### src/rtl/twiddle_request_sequencer_if.sv
// Twiddle-angle and butterfly-descriptor bus between the FFT twiddle
// sequencer (master) and the angle generator / butterfly unit (slave).
interface twiddle_request_sequencer_if #(
  parameter int LOG2N = 5,
  parameter int ANG_W = 16
);
  logic             ang_req_valid;
  logic [LOG2N-1:0] ang_req_n;
  logic [2:0]       ang_req_stage;
  logic             ang_req_inv;
  logic             ang_rsp_valid;
  logic [ANG_W-1:0] ang_rsp_angle;
  logic             bf_valid;
  logic             bf_ready;
  logic [LOG2N-1:0] bf_addr_a;
  logic [LOG2N-1:0] bf_addr_b;
  logic [ANG_W-1:0] bf_angle;
  logic [2:0]       bf_stage;
  logic             bf_last;

  modport master (
    output ang_req_valid, ang_req_n, ang_req_stage, ang_req_inv,
    input  ang_rsp_valid, ang_rsp_angle,
    output bf_valid, bf_addr_a, bf_addr_b, bf_angle, bf_stage, bf_last,
    input  bf_ready
  );

  modport slave (
    input  ang_req_valid, ang_req_n, ang_req_stage, ang_req_inv,
    output ang_rsp_valid, ang_rsp_angle,
    input  bf_valid, bf_addr_a, bf_addr_b, bf_angle, bf_stage, bf_last,
    output bf_ready
  );
endinterface

### src/rtl/twiddle_request_sequencer.sv
// Twiddle request sequencer: walks every radix-2 DIT butterfly of an N-point
// FFT stage by stage, fetches one angle per distinct twiddle from the angle
// generator and hands (addr_a, addr_b, angle, stage, last) descriptors to the
// butterfly unit. Within a stage the twiddle index j is the outer loop so a
// fetched angle is reused across all groups sharing it.
module twiddle_request_sequencer #(
  parameter int N     = 32,
  parameter int LOG2N = 5,
  parameter int ANG_W = 16
) (
  input  logic clk,
  input  logic reset,
  input  logic start,
  input  logic inv,
  output logic busy,
  output logic done,
  twiddle_request_sequencer_if.master tw
);

  typedef enum logic [2:0] {S_IDLE, S_REQ, S_WAIT, S_ISSUE, S_DONE} state_t;

  state_t           state;
  logic [2:0]       s;
  logic [LOG2N-1:0] j;
  logic [LOG2N-1:0] g;
  logic             inv_q;
  logic [ANG_W-1:0] angle_q;

  logic             last_g;
  logic             last_j;
  logic             last_s;
  logic [2:0]       nxt_s;
  logic [LOG2N-1:0] nxt_j;
  logic [LOG2N-1:0] nxt_g;

  // Butterfly span within stage st: 2^st.
  function automatic logic [LOG2N-1:0] half_of(input logic [2:0] st);
    return LOG2N'(1) << st;
  endfunction

  // Number of groups in stage st minus one: N/(2*2^st) - 1.
  function automatic logic [LOG2N-1:0] groups_m1_of(input logic [2:0] st);
    return (LOG2N'(N / 2) >> st) - LOG2N'(1);
  endfunction

  // Top operand address: g*2*half + j.
  function automatic logic [LOG2N-1:0] addr_a_of(input logic [2:0] st,
                                                 input logic [LOG2N-1:0] jj,
                                                 input logic [LOG2N-1:0] gg);
    return (gg << (st + 3'd1)) + jj;
  endfunction

  // Twiddle exponent: j scaled up to the full N-point index space.
  function automatic logic [LOG2N-1:0] k_of(input logic [2:0] st,
                                            input logic [LOG2N-1:0] jj);
    return jj << (3'(LOG2N - 1) - st);
  endfunction

  function automatic logic is_last(input logic [2:0] st,
                                   input logic [LOG2N-1:0] jj,
                                   input logic [LOG2N-1:0] gg);
    return (st == 3'(LOG2N - 1)) && (jj == half_of(st) - LOG2N'(1)) &&
           (gg == groups_m1_of(st));
  endfunction

  assign tw.bf_angle = angle_q;

  // Loop-nest advance: g innermost, then j, then stage.
  always_comb begin
    last_g = (g == groups_m1_of(s));
    last_j = (j == half_of(s) - LOG2N'(1));
    last_s = (s == 3'(LOG2N - 1));
    nxt_s  = s;
    nxt_j  = j;
    nxt_g  = g;
    if (!last_g) begin
      nxt_g = g + LOG2N'(1);
    end else if (!last_j) begin
      nxt_g = '0;
      nxt_j = j + LOG2N'(1);
    end else begin
      nxt_g = '0;
      nxt_j = '0;
      nxt_s = s + 3'd1;
    end
  end

  // Control FSM with registered request / descriptor / status outputs.
  always_ff @(posedge clk or posedge reset) begin
    if (reset) begin
      state            <= S_IDLE;
      s                <= '0;
      j                <= '0;
      g                <= '0;
      inv_q            <= 1'b0;
      angle_q          <= '0;
      busy             <= 1'b0;
      done             <= 1'b0;
      tw.ang_req_valid <= 1'b0;
      tw.ang_req_n     <= '0;
      tw.ang_req_stage <= '0;
      tw.ang_req_inv   <= 1'b0;
      tw.bf_valid      <= 1'b0;
      tw.bf_addr_a     <= '0;
      tw.bf_addr_b     <= '0;
      tw.bf_stage      <= '0;
      tw.bf_last       <= 1'b0;
    end else begin
      // Request strobe and done are single-cycle pulses.
      tw.ang_req_valid <= 1'b0;
      tw.ang_req_n     <= '0;
      tw.ang_req_stage <= '0;
      tw.ang_req_inv   <= 1'b0;
      done             <= 1'b0;
      case (state)
        S_IDLE: begin
          if (start) begin
            inv_q            <= inv;
            s                <= '0;
            j                <= '0;
            g                <= '0;
            busy             <= 1'b1;
            tw.ang_req_valid <= 1'b1;
            tw.ang_req_inv   <= inv;
            state            <= S_REQ;
          end
        end
        S_REQ: begin
          state <= S_WAIT;
        end
        S_WAIT: begin
          if (tw.ang_rsp_valid) begin
            angle_q      <= tw.ang_rsp_angle;
            tw.bf_valid  <= 1'b1;
            tw.bf_addr_a <= addr_a_of(s, j, g);
            tw.bf_addr_b <= addr_a_of(s, j, g) + half_of(s);
            tw.bf_stage  <= s;
            tw.bf_last   <= last_g && last_j && last_s;
            state        <= S_ISSUE;
          end
        end
        S_ISSUE: begin
          if (tw.bf_ready) begin
            if (!last_g) begin
              // Same twiddle, next group: keep the captured angle.
              g            <= nxt_g;
              tw.bf_addr_a <= addr_a_of(nxt_s, nxt_j, nxt_g);
              tw.bf_addr_b <= addr_a_of(nxt_s, nxt_j, nxt_g) + half_of(nxt_s);
              tw.bf_stage  <= nxt_s;
              tw.bf_last   <= is_last(nxt_s, nxt_j, nxt_g);
            end else if (!(last_j && last_s)) begin
              s                <= nxt_s;
              j                <= nxt_j;
              g                <= nxt_g;
              tw.bf_valid      <= 1'b0;
              tw.ang_req_valid <= 1'b1;
              tw.ang_req_n     <= k_of(nxt_s, nxt_j);
              tw.ang_req_stage <= nxt_s;
              tw.ang_req_inv   <= inv_q;
              state            <= S_REQ;
            end else begin
              tw.bf_valid <= 1'b0;
              done        <= 1'b1;
              state       <= S_DONE;
            end
          end
        end
        S_DONE: begin
          busy  <= 1'b0;
          state <= S_IDLE;
        end
        default: begin
          state <= S_IDLE;
        end
      endcase
    end
  end

endmodule
### src/flat_wrapper.sv
// flat-port wrapper written by rule: the top's interface ports become plain ports
module twiddle_request_sequencer_flat 
#(
  parameter int N     = 32,
  parameter int LOG2N = 5,
  parameter int ANG_W = 16
)
  (clk, reset, start, inv, busy, done, tw_ang_req_valid, tw_ang_req_n, tw_ang_req_stage, tw_ang_req_inv, tw_ang_rsp_valid, tw_ang_rsp_angle, tw_bf_valid, tw_bf_addr_a, tw_bf_addr_b, tw_bf_angle, tw_bf_stage, tw_bf_last, tw_bf_ready);
  twiddle_request_sequencer_if #(.LOG2N(LOG2N), .ANG_W(ANG_W)) tw_i ();
  input  logic clk;
  input  logic reset;
  input  logic start;
  input  logic inv;
  output logic busy;
  output logic done;
  output wire logic [$bits(tw_i.ang_req_valid)-1:0] tw_ang_req_valid;
  output wire logic [$bits(tw_i.ang_req_n)-1:0] tw_ang_req_n;
  output wire logic [$bits(tw_i.ang_req_stage)-1:0] tw_ang_req_stage;
  output wire logic [$bits(tw_i.ang_req_inv)-1:0] tw_ang_req_inv;
  input wire logic [$bits(tw_i.ang_rsp_valid)-1:0] tw_ang_rsp_valid;
  input wire logic [$bits(tw_i.ang_rsp_angle)-1:0] tw_ang_rsp_angle;
  output wire logic [$bits(tw_i.bf_valid)-1:0] tw_bf_valid;
  output wire logic [$bits(tw_i.bf_addr_a)-1:0] tw_bf_addr_a;
  output wire logic [$bits(tw_i.bf_addr_b)-1:0] tw_bf_addr_b;
  output wire logic [$bits(tw_i.bf_angle)-1:0] tw_bf_angle;
  output wire logic [$bits(tw_i.bf_stage)-1:0] tw_bf_stage;
  output wire logic [$bits(tw_i.bf_last)-1:0] tw_bf_last;
  input wire logic [$bits(tw_i.bf_ready)-1:0] tw_bf_ready;
  assign tw_ang_req_valid = tw_i.ang_req_valid;
  assign tw_ang_req_n = tw_i.ang_req_n;
  assign tw_ang_req_stage = tw_i.ang_req_stage;
  assign tw_ang_req_inv = tw_i.ang_req_inv;
  assign tw_i.ang_rsp_valid = tw_ang_rsp_valid;
  assign tw_i.ang_rsp_angle = tw_ang_rsp_angle;
  assign tw_bf_valid = tw_i.bf_valid;
  assign tw_bf_addr_a = tw_i.bf_addr_a;
  assign tw_bf_addr_b = tw_i.bf_addr_b;
  assign tw_bf_angle = tw_i.bf_angle;
  assign tw_bf_stage = tw_i.bf_stage;
  assign tw_bf_last = tw_i.bf_last;
  assign tw_i.bf_ready = tw_bf_ready;
  twiddle_request_sequencer #(.N(N), .LOG2N(LOG2N), .ANG_W(ANG_W)) u_core (.clk(clk), .reset(reset), .start(start), .inv(inv), .busy(busy), .done(done), .tw(tw_i));
endmodule
### config.mk
export PLATFORM = sky130hd
export DESIGN_NAME = twiddle_request_sequencer_flat
export DESIGN_NICKNAME = d
export VERILOG_FILES = /design/src/rtl/twiddle_request_sequencer_if.sv /design/src/rtl/twiddle_request_sequencer.sv /design/src/flat_wrapper.sv
export SDC_FILE = /design/constraint.sdc
export NUM_CORES = 1
export LEC_CHECK = 0
export BUFFER_PORTS_ARGS = -buffer_cell sky130_fd_sc_hd__clkbuf_2
export CORE_ASPECT_RATIO = 1.4
export CORE_UTILIZATION = 26
export CTS_CLUSTER_SIZE = 10
export DETAILED_ROUTE_END_ITERATION = 10
export GPL_ROUTABILITY_DRIVEN = 0
export GPL_TIMING_DRIVEN = 0
export PLACE_DENSITY = 0.49
export SLEW_MARGIN = 20
export SYNTH_ARGS = -nofsm -noshare
export SYNTH_HDL_FRONTEND = slang
export SYNTH_SLANG_ARGS = --single-unit
### constraint.sdc
create_clock -name clk -period 8.2 [get_ports clk]
set_input_delay 0.82 -clock clk [delete_from_list [all_inputs] [get_ports clk]]
set_output_delay 0.82 -clock clk [all_outputs]
set_load 0.03 [all_outputs]
# Word level (Yosys, flattened, before mapping)
# Cells that the tools add are included.
totals:
  word_cells: 140
  output_inout_bits: 43
  inputBits: 22
  romBits: 0
  mem_bits_rw: 0
  ff_bits: 60
  memories: 0
  latch_bits: 0
classes:
  n_reduce_logical: 17
  div: 0
  mux: 69
  shift: 7
  multipliers: 0
  magnitude_cmp: 0
  bitwise: 0
  n_addsub: 13
  n_eq_ne: 17
op_table:
  columns: ["operator", "count"]
  rows:
  - ["$mux 5", 20]
  - ["$mux 3", 18]
  - ["$pmux 5 s2", 4]
  - ["$add 5x5->5", 4]
  - ["$eq 5x5->1", 4]
  - ["$mux 1", 19]
  - ["$reduce_and 4->1", 4]
  - ["$shl 5x3->5", 3]
  - ["$pmux 3 s2", 2]
  - ["$pmux 3 s4", 1]
  - ["$add 5x1->5 const B", 2]
  - ["$ne 2x2->1 const B", 5]
  - ["$pmux 1 s2", 5]
  - ["$shl 1x3->5 const A", 2]
  - ["$shr 5x3->5 const A", 2]
  - ["$sub 5x1->5 const B", 2]
  - ["$sub 5x2->5 const B", 2]
  - ["$eq 3x3->1 const B", 3]
  - ["$add 3x1->3 const B", 2]
  - ["$eq 3x2->1 const B", 2]
  - ["$reduce_and 2->1", 3]
  - ["$reduce_bool 2->1", 3]
  - ["$logic_and 1x1->1", 5]
  - ["$reduce_and 5->1", 1]
  - ["5 further kinds", 5]

# Logic depth before layout (Yosys ltp)
depth:
  ltp_word: 13
  ltp_mapped: 29

# Worst setup path before layout
# Ideal clock, no wire load.
synth_timing:
  path_kind: "register -> register"
  startpoint: "register u_core.s[0]"
  endpoint: "register u_core.tw.bf_addr_b[4]"
  t_required_ns: 8.079
  setup_time_ns: 0.121
  arrival_ns: 6.052
  path_buffers: 2
  stages_incl_launch_ff: 29
  setup_slack_ns: 2.028
  period_less_slack_ns: 6.172
  cell_sequence: "dfrtp_1 -> inv_1 -> clkbuf_1 -> ha_1 -> buf_2 -> nand2_1 -> ha_1 -> xor2_2 -> o211ai_1 -> or3_4 -> a22o_4 -> nor3_4 -> mux2i_1 -> inv_1 -> ha_1 -> ha_1 -> nand2_1 -> nor4_1 -> ha_1 -> inv_1 -> fa_1 -> inv_1 -> fa_1 -> a21o_1 -> a21oi_1 -> xnor2_1 -> xnor2_1 -> o21ai_1 -> nand2_1"
synth_between:
  elab_chain_len: 12
  elab_cells_between_ends: 26
  classes_between: "add/sub (8); eq/ne (3); shift (5); mux (9); reduce/logical (1)"
synth_rtl:
  columns: ["item", "line_no", "rtl"]
  rows:
  - ["from (decl)", "twiddle_request_sequencer.sv:23", "logic [2:0] s;"]
  - ["from (signal assigned)", "twiddle_request_sequencer.sv:152", "s <= nxt_s;"]
  - ["branches (longest 12 deep; another with $sub 5x2->5)", null, null]
  - ["to (signal assigned)", "twiddle_request_sequencer.sv:136", "tw.bf_addr_b <= addr_a_of(s, j, g) + half_of(s);"]
  - ["to (signal assigned)", "twiddle_request_sequencer.sv:148", "tw.bf_addr_b <= addr_a_of(nxt_s, nxt_j, nxt_g) + half_of(nxt_s);"]
  - ["to (decl)", "twiddle_request_sequencer_if.sv:24", "output bf_valid, bf_addr_a, bf_addr_b, bf_angle, bf_stage, bf_last,"]
# Parallel ways; which one is timed is not known. The select of a mux whose other input is x is not followed.
# A chain may end at the register's enable or synchronous reset.

# Final worst setup path
# Ends and elaborated chain as after synthesis.

==> out/qor.csv <==
stage,metric,value,unit
outcome,outcome,"complete, no violations",
synth,netlist_top_cells_count,"dfrtp_1, nor2_1, nand2_1, ha_1, inv_1",
clock_network,cts_buffer_depth,2,
cells_and_area,final_nets,623,
cells_and_area,area_growth,19.55,%
floorplan,die_y,157.3,um
cells_and_area,finish.utilization,0.3185,
synth,synth_cell_types,72,
global_routing,gr-total-overflow,0,
placed_design,placed_cell_area,0.005077,mm^2
worst_hold_path,hp-class,in -> async,
clock_network,tritoncts,done,
synth,synth_top_area_frac,0.3351,
timing,rsz0062_at_grt,false,
global_routing,grt_antenna_before_repair,0,
drt,wirelength,12.80,mm
floorplan,initial_utilization,0.2664,
timing,final_hold_viol_count,0,
global_routing,grt_start_max_net_pins,36,
global_routing,grt_usage,0.1505,
worst_setup_path,crit_required,8.42,ns
pwr,power_density,294.3,mW/mm^2
worst_setup_path,path_max_fanout,11,
synth,yosys_warnings,0,
timing,final.setup.worst_slack,0.6850,ns
clock_network,cts.repair.resized,0,
floorplan,pin_count,65,
timing,finalMaxSlewViolations,0,
drt,vias,3798,
placed_design,dp_cells,756,
worst_setup_path,path_class,reg -> reg,
timing,worst_hold_slack,0.4534,ns
placed_design,io_buffers,64,
synth,ys_top_cells_by_area,"dfrtp_1, ha_1, mux2_2",
clock_network,cts_buffers,9,
cells_and_area,layout.cells.non_filler,772,
clock_network,clkTransAtPathRegs,0.06,ns
synth,synth_most_common_cell,dfrtp_1,
cells_and_area,drive_gt1_frac,0.2285,
timing,fin_crit_sh,0.9165,
timing,relSlewSlack,0.4066,
placed_design,hpwl,10.04,mm
clock_network,clock_latency,0.34,ns
drt,vias_per_cell,4.920,
synth,async_flop_share,1.000,
clock_network,h-tree-depth,3,
floorplan,rows,56,
worst_setup_path,end_kind,flop,
cells_and_area,diodes,0,
timing,fin_skew,0.009657,ns
synth,synthCells,488,
pwr,ir_worst_vdd,0.1170,mV
placed_design,pre_cts_ws,0.8011,ns
pwr,p_leak,2.569,nW
synth,syn_area_per_cell,9.181,um^2
synth,ys_seq_area_frac,0.3351,
timing,max_freq,133.1,MHz
clock_network,cts.sinks,60,
timing,finalSetupViolations,0,
timing,tightest_slew,0.8826,ns
clock_network,root_buffer,clkbuf_16,
synth,syn_area,0.004481,mm^2
synth,synth_edf_count,0,
global_routing,grt_pass1_vias,3881,
floorplan,fp.dieW,112.9,um
worst_setup_path,r2r_cells,27,
cells_and_area,fin_area,0.005356,mm^2
global_routing,grt_first_pass_wirelength,20.51,mm
floorplan,dieArea,0.01777,mm^2
job,drv_cap,0,
synth,synth_top_area_cell,dfrtp_1,
drt,routedWlPerCell,16.58,um
drt,dr.pass1.iters,5,
synth,synthesis.nets,547,
synth,synth-seq-cells,60,
drt,drc,0,
pwr,finalPower,1.576,mW
worst_setup_path,worst_setup_path_start_kind,flop,
drt,drtAntennaViolNets,0,
synth,synth_ff_type,dfrtp_1,
worst_setup_path,arrival,7.74,ns
timing,tns,0,ns
floorplan,core_area,0.01682,mm^2
drt,drtIter0Drc,212,
clock_network,post-cts-setup-buffers,0,
clock_network,holdBufCountCts,0,
timing,period_needed,7.515,ns
==> cell usage in the layout (no fill, tap or decap), drive strengths merged, types with 3 or more instances in the layout <==
cell type	instances
o21ai	32
o211ai	4
xor2	12
clkinvlp	3
inv	35
o31ai	3
a31oi	3
nand2	44
or3	4
mux2i	13
dfrtp	60
a211oi	9
ha	33
a2111oi	3
nand3	9
nand2b	4
a21o	10
fa	4
a22oi	4
a21oi	30
clkbuf	90
nor2	48
buf	6
xnor2	23
nor2b	6
o22ai	4
mux2	21
or2	3
a22o	5
nor3	14
==> final timing paths <==
kind / start / to / slack [ns]
min: reset / u_core.tw.bf_angle[9] / 0.45
max reg2reg: u_core.s[0] / u_core.tw.bf_addr_b[4] / 0.68
max: u_core.s[0] / u_core.tw.bf_addr_b[4] / 0.68
max in group asynchronous: reset / u_core.tw.ang_req_n[2] / 7.23
min reg2reg: u_core.inv_q / u_core.tw.ang_req_inv / 0.48
min in group clk: u_core.inv_q / u_core.tw.ang_req_inv / 0.48
==> layout make-up <==
class                      instances  area [um^2]
fill                            1779        11460
multi-input combinational        374         2759
sequential                        60         1501
timing repair buffer              65        340.3
tap                              203        254.0
clock buffer                      11        242.7
inverter                          34        130.1
buffer                            20        92.59
clock inverter                     5        36.28
==> kinds of logic after synthesis <==
| group | count (synthesis) | share of synthesized area |
|---|---|---|
| compound gates | 123 | 0.1946 |
| xor+xnor | 35 | 0.07009 |
| fa+ha+maj | 37 | 0.1100 |
| buf+inv | 54 | 0.04915 |
| flops | 60 | 0.3351 |
| mux | 34 | 0.08266 |
| simple gates | 145 | 0.1583 |
==> sequential cells by signal, indices dropped and copies added (netlist names), 3 cells and up <==
register,count
u_core.tw.bf_angle,16
u_core.g,5
u_core.tw.ang_req_n,5
u_core.tw.bf_addr_a,5
u_core.j,5
u_core.state,3
u_core.tw.ang_req_stage,3
u_core.tw.bf_stage,3
u_core.tw.bf_addr_b,5
u_core.s,3
==> report_power, final <==
part / leakage (nW) / total, mW / switching [mW] / internal, mW
Sequential: 0.770 / 0.433 / 0.0582 / 0.375
Combinational: 1.67 / 0.783 / 0.501 / 0.282
Clock: 0.128 / 0.360 / 0.147 / 0.213
Total: 2.57 / 1.58 / 0.706 / 0.870
==> worst max-delay path, cell delays in order (launching register included) <==
cell	delay (ns)
dfrtp_1	0.43
inv_1	0.14
clkbuf_1	0.43
ha_1	0.22
buf_2	0.19
nand2_1	0.21
ha_1	0.32
xor2_2	0.26
o211ai_1	0.14
or3_4	0.35
a22o_4	0.26
nor3_4	0.47
mux2i_1	0.62
inv_1	0.14
ha_1	0.28
ha_1	0.35
nand2_1	0.13
nor3b_1	0.37
inv_1	0.11
fa_1	0.59
inv_1	0.09
fa_1	0.43
a21o_1	0.20
a21oi_1	0.18
xnor2_1	0.17
xnor2_1	0.10
o21ai_1	0.14
nand2_1	0.06
==> routing by layer <==
layer,GRT usage,share of wire,vias up
met5,0,0,-
met4,0.05764,0.024,0
met3,0.01771,0.024,19
met2,0.2857,0.54,78
met1,0.1707,0.41,1832
li1,-,-,1869
(Power assumes the default switching activity.)
